`src/rtl/rx_dma_pkg.sv`:
```
// Shared RX DMA definitions: page-allocator FSM encoding, qword sizing and
// the request-size legality helper used by the huge-page allocator.
package rx_dma_pkg;

    typedef enum logic [1:0] {
        WAIT_P1 = 2'd0,
        USE_P1  = 2'd1,
        WAIT_P2 = 2'd2,
        USE_P2  = 2'd3
    } page_state_e;

    localparam int QW_BYTES           = 8;
    localparam int MAX_CHUNK_QW       = 256;
    localparam int CHUNK_QW_W         = $clog2(MAX_CHUNK_QW) + 1;
    localparam int DEFAULT_PAGE_BYTES = 2097152;

    // A chunk must be between one qword and MAX_CHUNK_QW qwords.
    function automatic logic chunk_qw_legal(input logic [CHUNK_QW_W-1:0] qw);
        return (qw != {CHUNK_QW_W{1'b0}}) && (qw <= CHUNK_QW_W'(MAX_CHUNK_QW));
    endfunction

endpackage

```
`src/rtl/rx_huge_page_alloc_if.sv`:
```
// Chunk request/grant handshake between the RX DMA TLP writer (master)
// and the huge-page allocator (slave).
interface rx_huge_page_alloc_if;
    import rx_dma_pkg::*;

    logic                  chunk_req;
    logic [CHUNK_QW_W-1:0] chunk_qwords;
    logic                  chunk_gnt;
    logic [63:0]           chunk_addr;
    logic                  page_flush;

    modport master (
        output chunk_req,
        output chunk_qwords,
        output page_flush,
        input  chunk_gnt,
        input  chunk_addr
    );

    modport slave (
        input  chunk_req,
        input  chunk_qwords,
        input  page_flush,
        output chunk_gnt,
        output chunk_addr
    );

endinterface

```
`src/rtl/rx_huge_page_alloc_fit_check.sv`:
```
// Combinational fit test for the next chunk: checks offset+need against the
// page size and produces the advanced offset.
module huge_page_fit_check
    import rx_dma_pkg::*;
#(
    parameter int PAGE_BYTES = DEFAULT_PAGE_BYTES,
    parameter int OFF_W      = $clog2(PAGE_BYTES) + 1
) (
    input  logic [OFF_W-1:0]      offset_i,
    input  logic [CHUNK_QW_W-1:0] qwords_i,
    output logic                  legal_o,
    output logic                  fits_o,
    output logic [OFF_W-1:0]      next_offset_o
);

    // One spare bit so an overshooting sum cannot wrap and look like a fit.
    localparam int SUM_W = OFF_W + 1;

    logic [SUM_W-1:0] need_s;
    logic [SUM_W-1:0] sum_s;

    // Size legality, byte count, fit compare and next offset.
    always_comb begin
        need_s        = SUM_W'(qwords_i) * SUM_W'(QW_BYTES);
        sum_s         = SUM_W'(offset_i) + need_s;
        legal_o       = chunk_qw_legal(qwords_i);
        fits_o        = legal_o && (sum_s <= SUM_W'(PAGE_BYTES));
        next_offset_o = sum_s[OFF_W-1:0];
    end

endmodule

```
`src/rtl/rx_huge_page_alloc.sv`:
```
// Ping-pong allocator over the two driver-announced huge pages: carves out
// contiguous chunks for the RX DMA writer and frees each page when closed.
module rx_huge_page_alloc
    import rx_dma_pkg::*;
#(
    parameter int PAGE_BYTES = DEFAULT_PAGE_BYTES,
    parameter int OFF_W      = $clog2(PAGE_BYTES) + 1
) (
    input  logic                    trn_clk,
    input  logic                    reset,
    input  logic [63:0]             huge_page_addr_1,
    input  logic [63:0]             huge_page_addr_2,
    input  logic                    huge_page_status_1,
    input  logic                    huge_page_status_2,
    output logic                    huge_page_free_1,
    output logic                    huge_page_free_2,
    rx_huge_page_alloc_if.slave     chunk_if,
    output logic [OFF_W-1:0]        page_used_bytes
);

    page_state_e      state_q;
    page_state_e      state_d;
    logic [63:0]      base_q;
    logic [63:0]      base_d;
    logic [OFF_W-1:0] offset_q;
    logic [OFF_W-1:0] offset_d;
    logic             chunk_gnt_q;
    logic             chunk_gnt_d;
    logic [63:0]      chunk_addr_q;
    logic [63:0]      chunk_addr_d;
    logic             free_1_q;
    logic             free_1_d;
    logic             free_2_q;
    logic             free_2_d;
    logic [OFF_W-1:0] used_q;
    logic [OFF_W-1:0] used_d;

    logic             legal_s;
    logic             fits_s;
    logic [OFF_W-1:0] next_offset_s;
    logic             in_use_s;
    logic             req_live_s;
    logic             grant_s;
    logic             close_s;
    logic             latch_s;

    huge_page_fit_check #(
        .PAGE_BYTES (PAGE_BYTES),
        .OFF_W      (OFF_W)
    ) u_fit_check (
        .offset_i      (offset_q),
        .qwords_i      (chunk_if.chunk_qwords),
        .legal_o       (legal_s),
        .fits_o        (fits_s),
        .next_offset_o (next_offset_s)
    );

    // Decision terms shared by the next-state and output processes.
    always_comb begin
        in_use_s   = (state_q == USE_P1) || (state_q == USE_P2);
        // The grant cycle itself never re-samples the request.
        req_live_s = chunk_if.chunk_req && !chunk_gnt_q && legal_s;
        grant_s    = in_use_s && req_live_s && fits_s;
        // A fitting request beats a coincident flush; the flush pulse is lost.
        close_s    = in_use_s &&
                     ((req_live_s && !fits_s) ||
                      (!req_live_s && chunk_if.page_flush &&
                       (offset_q != {OFF_W{1'b0}})));
        latch_s    = ((state_q == WAIT_P1) && huge_page_status_1) ||
                     ((state_q == WAIT_P2) && huge_page_status_2);
    end

    // Next-state logic of the page ping-pong FSM.
    always_comb begin
        state_d = state_q;
        case (state_q)
            WAIT_P1: state_d = huge_page_status_1 ? USE_P1 : WAIT_P1;
            USE_P1:  state_d = close_s ? WAIT_P2 : USE_P1;
            WAIT_P2: state_d = huge_page_status_2 ? USE_P2 : WAIT_P2;
            USE_P2:  state_d = close_s ? WAIT_P1 : USE_P2;
            default: state_d = WAIT_P1;
        endcase
    end

    // Datapath and output next values: base latch, grants, frees.
    always_comb begin
        base_d       = base_q;
        offset_d     = offset_q;
        chunk_gnt_d  = 1'b0;
        chunk_addr_d = chunk_addr_q;
        free_1_d     = 1'b0;
        free_2_d     = 1'b0;
        used_d       = used_q;

        if (latch_s) begin
            offset_d = {OFF_W{1'b0}};
            case (state_q)
                WAIT_P1: base_d = huge_page_addr_1;
                WAIT_P2: base_d = huge_page_addr_2;
                default: base_d = base_q;
            endcase
        end else if (grant_s) begin
            chunk_gnt_d  = 1'b1;
            chunk_addr_d = base_q + 64'(offset_q);
            offset_d     = next_offset_s;
        end else if (close_s) begin
            free_1_d = (state_q == USE_P1);
            free_2_d = (state_q == USE_P2);
            used_d   = offset_q;
        end else begin
            offset_d = offset_q;
        end
    end

    // State and output registers with synchronous reset.
    always_ff @(posedge trn_clk) begin
        if (reset) begin
            state_q      <= WAIT_P1;
            base_q       <= 64'd0;
            offset_q     <= {OFF_W{1'b0}};
            chunk_gnt_q  <= 1'b0;
            chunk_addr_q <= 64'd0;
            free_1_q     <= 1'b0;
            free_2_q     <= 1'b0;
            used_q       <= {OFF_W{1'b0}};
        end else begin
            state_q      <= state_d;
            base_q       <= base_d;
            offset_q     <= offset_d;
            chunk_gnt_q  <= chunk_gnt_d;
            chunk_addr_q <= chunk_addr_d;
            free_1_q     <= free_1_d;
            free_2_q     <= free_2_d;
            used_q       <= used_d;
        end
    end

    assign chunk_if.chunk_gnt  = chunk_gnt_q;
    assign chunk_if.chunk_addr = chunk_addr_q;
    assign huge_page_free_1    = free_1_q;
    assign huge_page_free_2    = free_2_q;
    assign page_used_bytes     = used_q;

endmodule
```
`src/flat_wrapper.sv`:
```
// flat-port wrapper written by rule: the top's interface ports become plain ports
module rx_huge_page_alloc_flat import rx_dma_pkg::*;
#(
    parameter int PAGE_BYTES = DEFAULT_PAGE_BYTES,
    parameter int OFF_W      = $clog2(PAGE_BYTES) + 1
)
  (trn_clk, reset, huge_page_addr_1, huge_page_addr_2, huge_page_status_1, huge_page_status_2, huge_page_free_1, huge_page_free_2, page_used_bytes, chunk_if_chunk_req, chunk_if_chunk_qwords, chunk_if_page_flush, chunk_if_chunk_gnt, chunk_if_chunk_addr);
  rx_huge_page_alloc_if chunk_if_i ();
  input  logic trn_clk;
  input  logic reset;
  input  logic [63:0] huge_page_addr_1;
  input  logic [63:0] huge_page_addr_2;
  input  logic huge_page_status_1;
  input  logic huge_page_status_2;
  output logic huge_page_free_1;
  output logic huge_page_free_2;
  output logic [OFF_W-1:0] page_used_bytes;
  input wire logic [$bits(chunk_if_i.chunk_req)-1:0] chunk_if_chunk_req;
  input wire logic [$bits(chunk_if_i.chunk_qwords)-1:0] chunk_if_chunk_qwords;
  input wire logic [$bits(chunk_if_i.page_flush)-1:0] chunk_if_page_flush;
  output wire logic [$bits(chunk_if_i.chunk_gnt)-1:0] chunk_if_chunk_gnt;
  output wire logic [$bits(chunk_if_i.chunk_addr)-1:0] chunk_if_chunk_addr;
  assign chunk_if_i.chunk_req = chunk_if_chunk_req;
  assign chunk_if_i.chunk_qwords = chunk_if_chunk_qwords;
  assign chunk_if_i.page_flush = chunk_if_page_flush;
  assign chunk_if_chunk_gnt = chunk_if_i.chunk_gnt;
  assign chunk_if_chunk_addr = chunk_if_i.chunk_addr;
  rx_huge_page_alloc #(.PAGE_BYTES(PAGE_BYTES), .OFF_W(OFF_W)) u_core (.trn_clk(trn_clk), .reset(reset), .huge_page_addr_1(huge_page_addr_1), .huge_page_addr_2(huge_page_addr_2), .huge_page_status_1(huge_page_status_1), .huge_page_status_2(huge_page_status_2), .huge_page_free_1(huge_page_free_1), .huge_page_free_2(huge_page_free_2), .chunk_if(chunk_if_i), .page_used_bytes(page_used_bytes));
endmodule
```
`config.mk`:
```
export PLATFORM = sky130hd
export DESIGN_NAME = rx_huge_page_alloc_flat
export DESIGN_NICKNAME = d
export VERILOG_FILES = /design/src/rtl/rx_dma_pkg.sv /design/src/rtl/rx_huge_page_alloc_if.sv /design/src/rtl/rx_huge_page_alloc_fit_check.sv /design/src/rtl/rx_huge_page_alloc.sv /design/src/flat_wrapper.sv
export SDC_FILE = /design/constraint.sdc
export NUM_CORES = 1
export LEC_CHECK = 0
export BUFFER_PORTS_ARGS = -buffer_cell sky130_fd_sc_hd__buf_2
export CAP_MARGIN = 20
export CORE_MARGIN = 3
export CORE_UTILIZATION = 40
export DETAILED_ROUTE_END_ITERATION = 8
export GPL_ROUTABILITY_DRIVEN = 0
export PLACE_DENSITY = 0.65
export SLEW_MARGIN = 15
export SYNTH_ARGS = -nofsm -noshare
export SYNTH_HDL_FRONTEND = slang
export SYNTH_SLANG_ARGS = --single-unit
```
`constraint.sdc`:
```
create_clock -name trn_clk -period 3 [get_ports trn_clk]
set_input_delay 0 -clock trn_clk [delete_from_list [all_inputs] [get_ports trn_clk]]
set_output_delay 0 -clock trn_clk [all_outputs]
set_load 0.005 [all_outputs]
```
==> out/qor.yml <==
global_route:
  grt_remaining_overflow: 0
  antenna_found_initial: 0
  grt_max_degree: 130
  grt_usage_pct: 22.77
  grt_pass1_vias: 9085
  grt_pass1_wl_mm: 45.97
yosys:
  synth_cells: 1094
  synth.avg_cell_area_um2: 8.468
  syn_area_um2: 9264
  synth_edf_count: 0
  synth_top_flop_cell: "dfxtp_1"
  synthArstFlopShare_pct: 0
  ys_warn_count: 0
  ys_ff_latch: 171
  yosysSeqAreaShare_pct: 36.95
  ys_types: 69
routing:
  wl_met3_mm: 1.591
  wl_mm: 30.30
  drt_iter0_drc: 610
  routed.top_layer: "met4"
  detail-route-antenna-nets: 0
  dr_total_vias: 9631
  drc: 0
  avgRoutedWirePerCell_um: 16.83
  wl_met1_mm: 13.54
  dr.pass1.iters: 5
  avgViaCountPerCell: 5.351
  met2_wirelength_mm: 14.54
placed_design:
  portBuffers: 228
  dp_hpwl_mm: 19.60
  preCtsSetupSlack_ns: -0.1944
sta:
  slew_headroom_pct: 59.04
  period_share_pct: 108.0
  rsz0062_at_grt: "true"
  slew_viol_final: 0
  period_needed_ns: 3.240
  clock.fmax_mhz: 308.6
  fin_hold_ws_ns: 0.01049
  setup_ws_ns: -0.2403
  tightestPinTransition_ns: 0.6143
  hold_violations: 0
  fin_skew_ns: 0.01877
  setup_viol: 105
power_and_ir_drop:
  leakagePower_nw: 5.811
  ir_drop_uv: 301.6
  total_power_mw: 5.818
  power_density_nw_per_um2: 416.4
cts:
  path_clk_slew_ns: 0.08
  clkLatencyLatePin_ns: 0.44
  clock_tree.buffer_depth: 2
  cts-htree-levels: 4
  cts_tree: "built"
  clockRootBuffer: "clkbuf_16"
  numCtsBuffers: 17
  cts_sinks: 171
run:
  cap_viol_max_count: 0
critical_path:
  required_ns: 3.31
  reg2reg_depth: 14
  reg2reg_from: "u_core.offset_q[3]"
  slowest_stage: "or3_4"
  critPathLaunchType: "flip-flop"
  worstSetupPathType: "reg2reg"
  cp.arrival_ns: 3.55
  r2r_setup_slack_ns: -0.24
  path_cells: "ha_4, fa_2, a211oi_4, o211a_4, or3_4, or3_4, a31oi_4, nor4_4, or2_4, buf_12, buf_12, clkbuf_16, a31oi_1, nor2_1"
  r2r-end: "u_core.offset_q[8]"
  critPathCaptureType: "flip-flop"
  worstPathMaxFanout: 8
  critPathMaxStageDelay_ns: 0.41
min_path:
  hold_path.class: "in2reg"
  hold_depth: 3
  min_to: "u_core.base_q[8]"
  min_from: "huge_page_addr_1[8]"
status:
  status: "finished, violations left"
  violations: "negative setup slack"
final_layout:
  drive_above_1_share_pct: 32.21
  nets: 1676
  syn2layout_area_growth_pct: 50.82
  postLayoutCoreUtil_pct: 61.53
  antennaDiodeCount: 0
  fill_cells: 1896
  multi_input_area_um2: 5982
  seq_area_um2: 3430
floorplanning:
  core_area_um2: 22710
  die_h_um: 158.2
  start_util_pct: 40.79
  num_io_pins: 232
  die-area_um2: 25020
  num_rows: 55
  dieWidth_um: 158.2
## report_power, final
| group | switching (mW) | total (mW) | internal, mW |
|---|---|---|---|
| combinational | 0.533 | 1.11 | 0.580 |
| clock | 1.07 | 2.18 | 1.11 |
| sequential | 0.121 | 2.52 | 2.40 |
## cells in the final DEF (no fill, tap or decap), types with 5 or more instances in the layout
| cell | count |
|---|---|
| nor4_1 | 6 |
| nor2_2 | 5 |
| nand3_1 | 18 |
| xor2_1 | 23 |
| dfxtp_1 | 168 |
| a21oi_2 | 13 |
| nand2_1 | 67 |
| ha_1 | 23 |
| and3_1 | 19 |
| nor2_1 | 168 |
| inv_8 | 5 |
| a211oi_1 | 87 |
| nor3b_1 | 6 |
| o21ai_0 | 13 |
| a211oi_2 | 24 |
| o211ai_1 | 11 |
| buf_6 | 8 |
| nand2_4 | 6 |
| a21oi_1 | 43 |
| buf_12 | 14 |
| mux2i_1 | 87 |
| dlygate4sd3_1 | 112 |
| a31oi_1 | 5 |
| o21a_1 | 5 |
| or4_1 | 6 |
| a21o_1 | 19 |
| clkbuf_16 | 22 |
| nand2_2 | 9 |
| xnor2_1 | 43 |
| nor2b_1 | 7 |
| ha_4 | 5 |
| buf_2 | 227 |
| nand4_1 | 14 |
| nor3_1 | 19 |
| inv_1 | 17 |
| buf_4 | 88 |
## worst max path at each step
stage / startpoint / to / slack (ns) / cells after the start
floorplan: u_core.offset_q[3] / u_core.chunk_if.chunk_addr[34] / -0.0004 / 13
global placement: u_core.offset_q[3] / u_core.chunk_if.chunk_addr[63] / -0.16 / 13
detailed placement: u_core.offset_q[3] / u_core.chunk_if.chunk_addr[47] / -0.19 / 12
CTS: u_core.offset_q[3] / u_core.chunk_if.chunk_addr[61] / -0.16 / 12
global route: u_core.offset_q[3] / u_core.chunk_if.chunk_addr[27] / -0.39 / 13
finish: u_core.offset_q[3] / u_core.offset_q[8] / -0.24 / 14
## state kept, by name, summed over array words and instances, names as in the netlist
signal                      flops
u_core.base_q                  64
u_core.offset_q                19
u_core.chunk_if.chunk_gnt       1
u_core.chunk_if.chunk_addr     64
u_core.huge_page_free_1         1
u_core.huge_page_free_2         1
u_core.page_used_bytes         19
u_core.state_q                  2
## metal layers
metal	GRT usage, %	up-vias
li1	-	4771
met3	3.745	47
met4	7.579	0
met5	0	-
met2	37.45	313
met1	30.45	4500
## through the flow
| step | area, um^2 | TNS (ns) | std cells |
|---|---|---|---|
| 3_5_place_dp | 11320 | -10.52 | 1622 |
| 6_report | 13970 | -15.79 | 1800 |
| 2_1_floorplan | 9376 | -0.007402 | 1096 |
| 4_1_cts | 13340 | -9.205 | 1776 |
| 5_1_grt | 13970 | -31.39 | 1800 |
| 3_3_place_gp | 11320 | -6.146 | 1622 |
## layout make-up
type | count | area share [%]
Tap cell | 285 | 2.552
Multi-Input combinational cell | 834 | 42.81
Inverter | 18 | 0.4836
Timing Repair Buffer | 461 | 25.49
Clock inverter | 14 | 1.075
Sequential cell | 171 | 24.55
Clock buffer | 17 | 3.045
## logic make-up (layout without fill, tap and decap cells)
family                     count (synthesis)  after routing  synth area share (%)
AOI/OAI and AO/OA                        259            259                 19.42
xor gates and xnor gates                  67             67                 6.334
adders and majority gates                 30             30                 4.214
buffers and inverters                     91            510                 4.254
DFF                                      171            171                 36.95
muxes                                     88             88                 9.522
other                                      1              3               0.04048
and+or+nand+nor                          387            387                 19.26
## worst max-delay path: cells and delay by family, from the launching register on
family	cells	cell delay, ns
buf+inv	3	0.43
simple gates	5	1.21
flops	1	0.38
fa+ha+maj	2	0.38
compound gates	4	0.71
## cells in the mapped netlist (5+ instances only)
library cell	count	area, um^2
o21ai_0	15	75.07
nor2b_1	8	50.05
nand2_1	82	307.8
a211oi_1	112	840.8
a21oi_1	55	275.3
and3_1	19	118.9
buf_4	6	45.04
xor2_1	23	201.4
nand4_1	14	87.58
ha_1	28	350.3
buf_2	17	85.08
dfxtp_1	171	3423
or2_2	5	31.28
or4_1	6	45.04
clkbuf_1	44	165.2
nor3_1	20	100.1
a31oi_1	5	31.28
nor3b_1	6	45.04
nand3_1	19	95.09
mux2i_1	87	870.8
or3_1	6	37.54
o21a_1	6	45.04
xnor2_1	44	385.4
o211ai_1	11	82.58
nor4_1	7	43.79
nor2_1	176	660.6
o21ai_1	5	25.02
a21o_1	19	142.6
inv_1	18	67.56
## timing repair
action                                  in CTS  in global routing
endpoints found under the setup margin     101                107
resized for setup                           35                 77
setup buffers                                7                 18
gates cloned                                 4                  8
pin swaps                                   12                 32
hold endpoints to repair                    58                  0
hold buffers                               112                  0
Power figures use the tool's default switching activity.
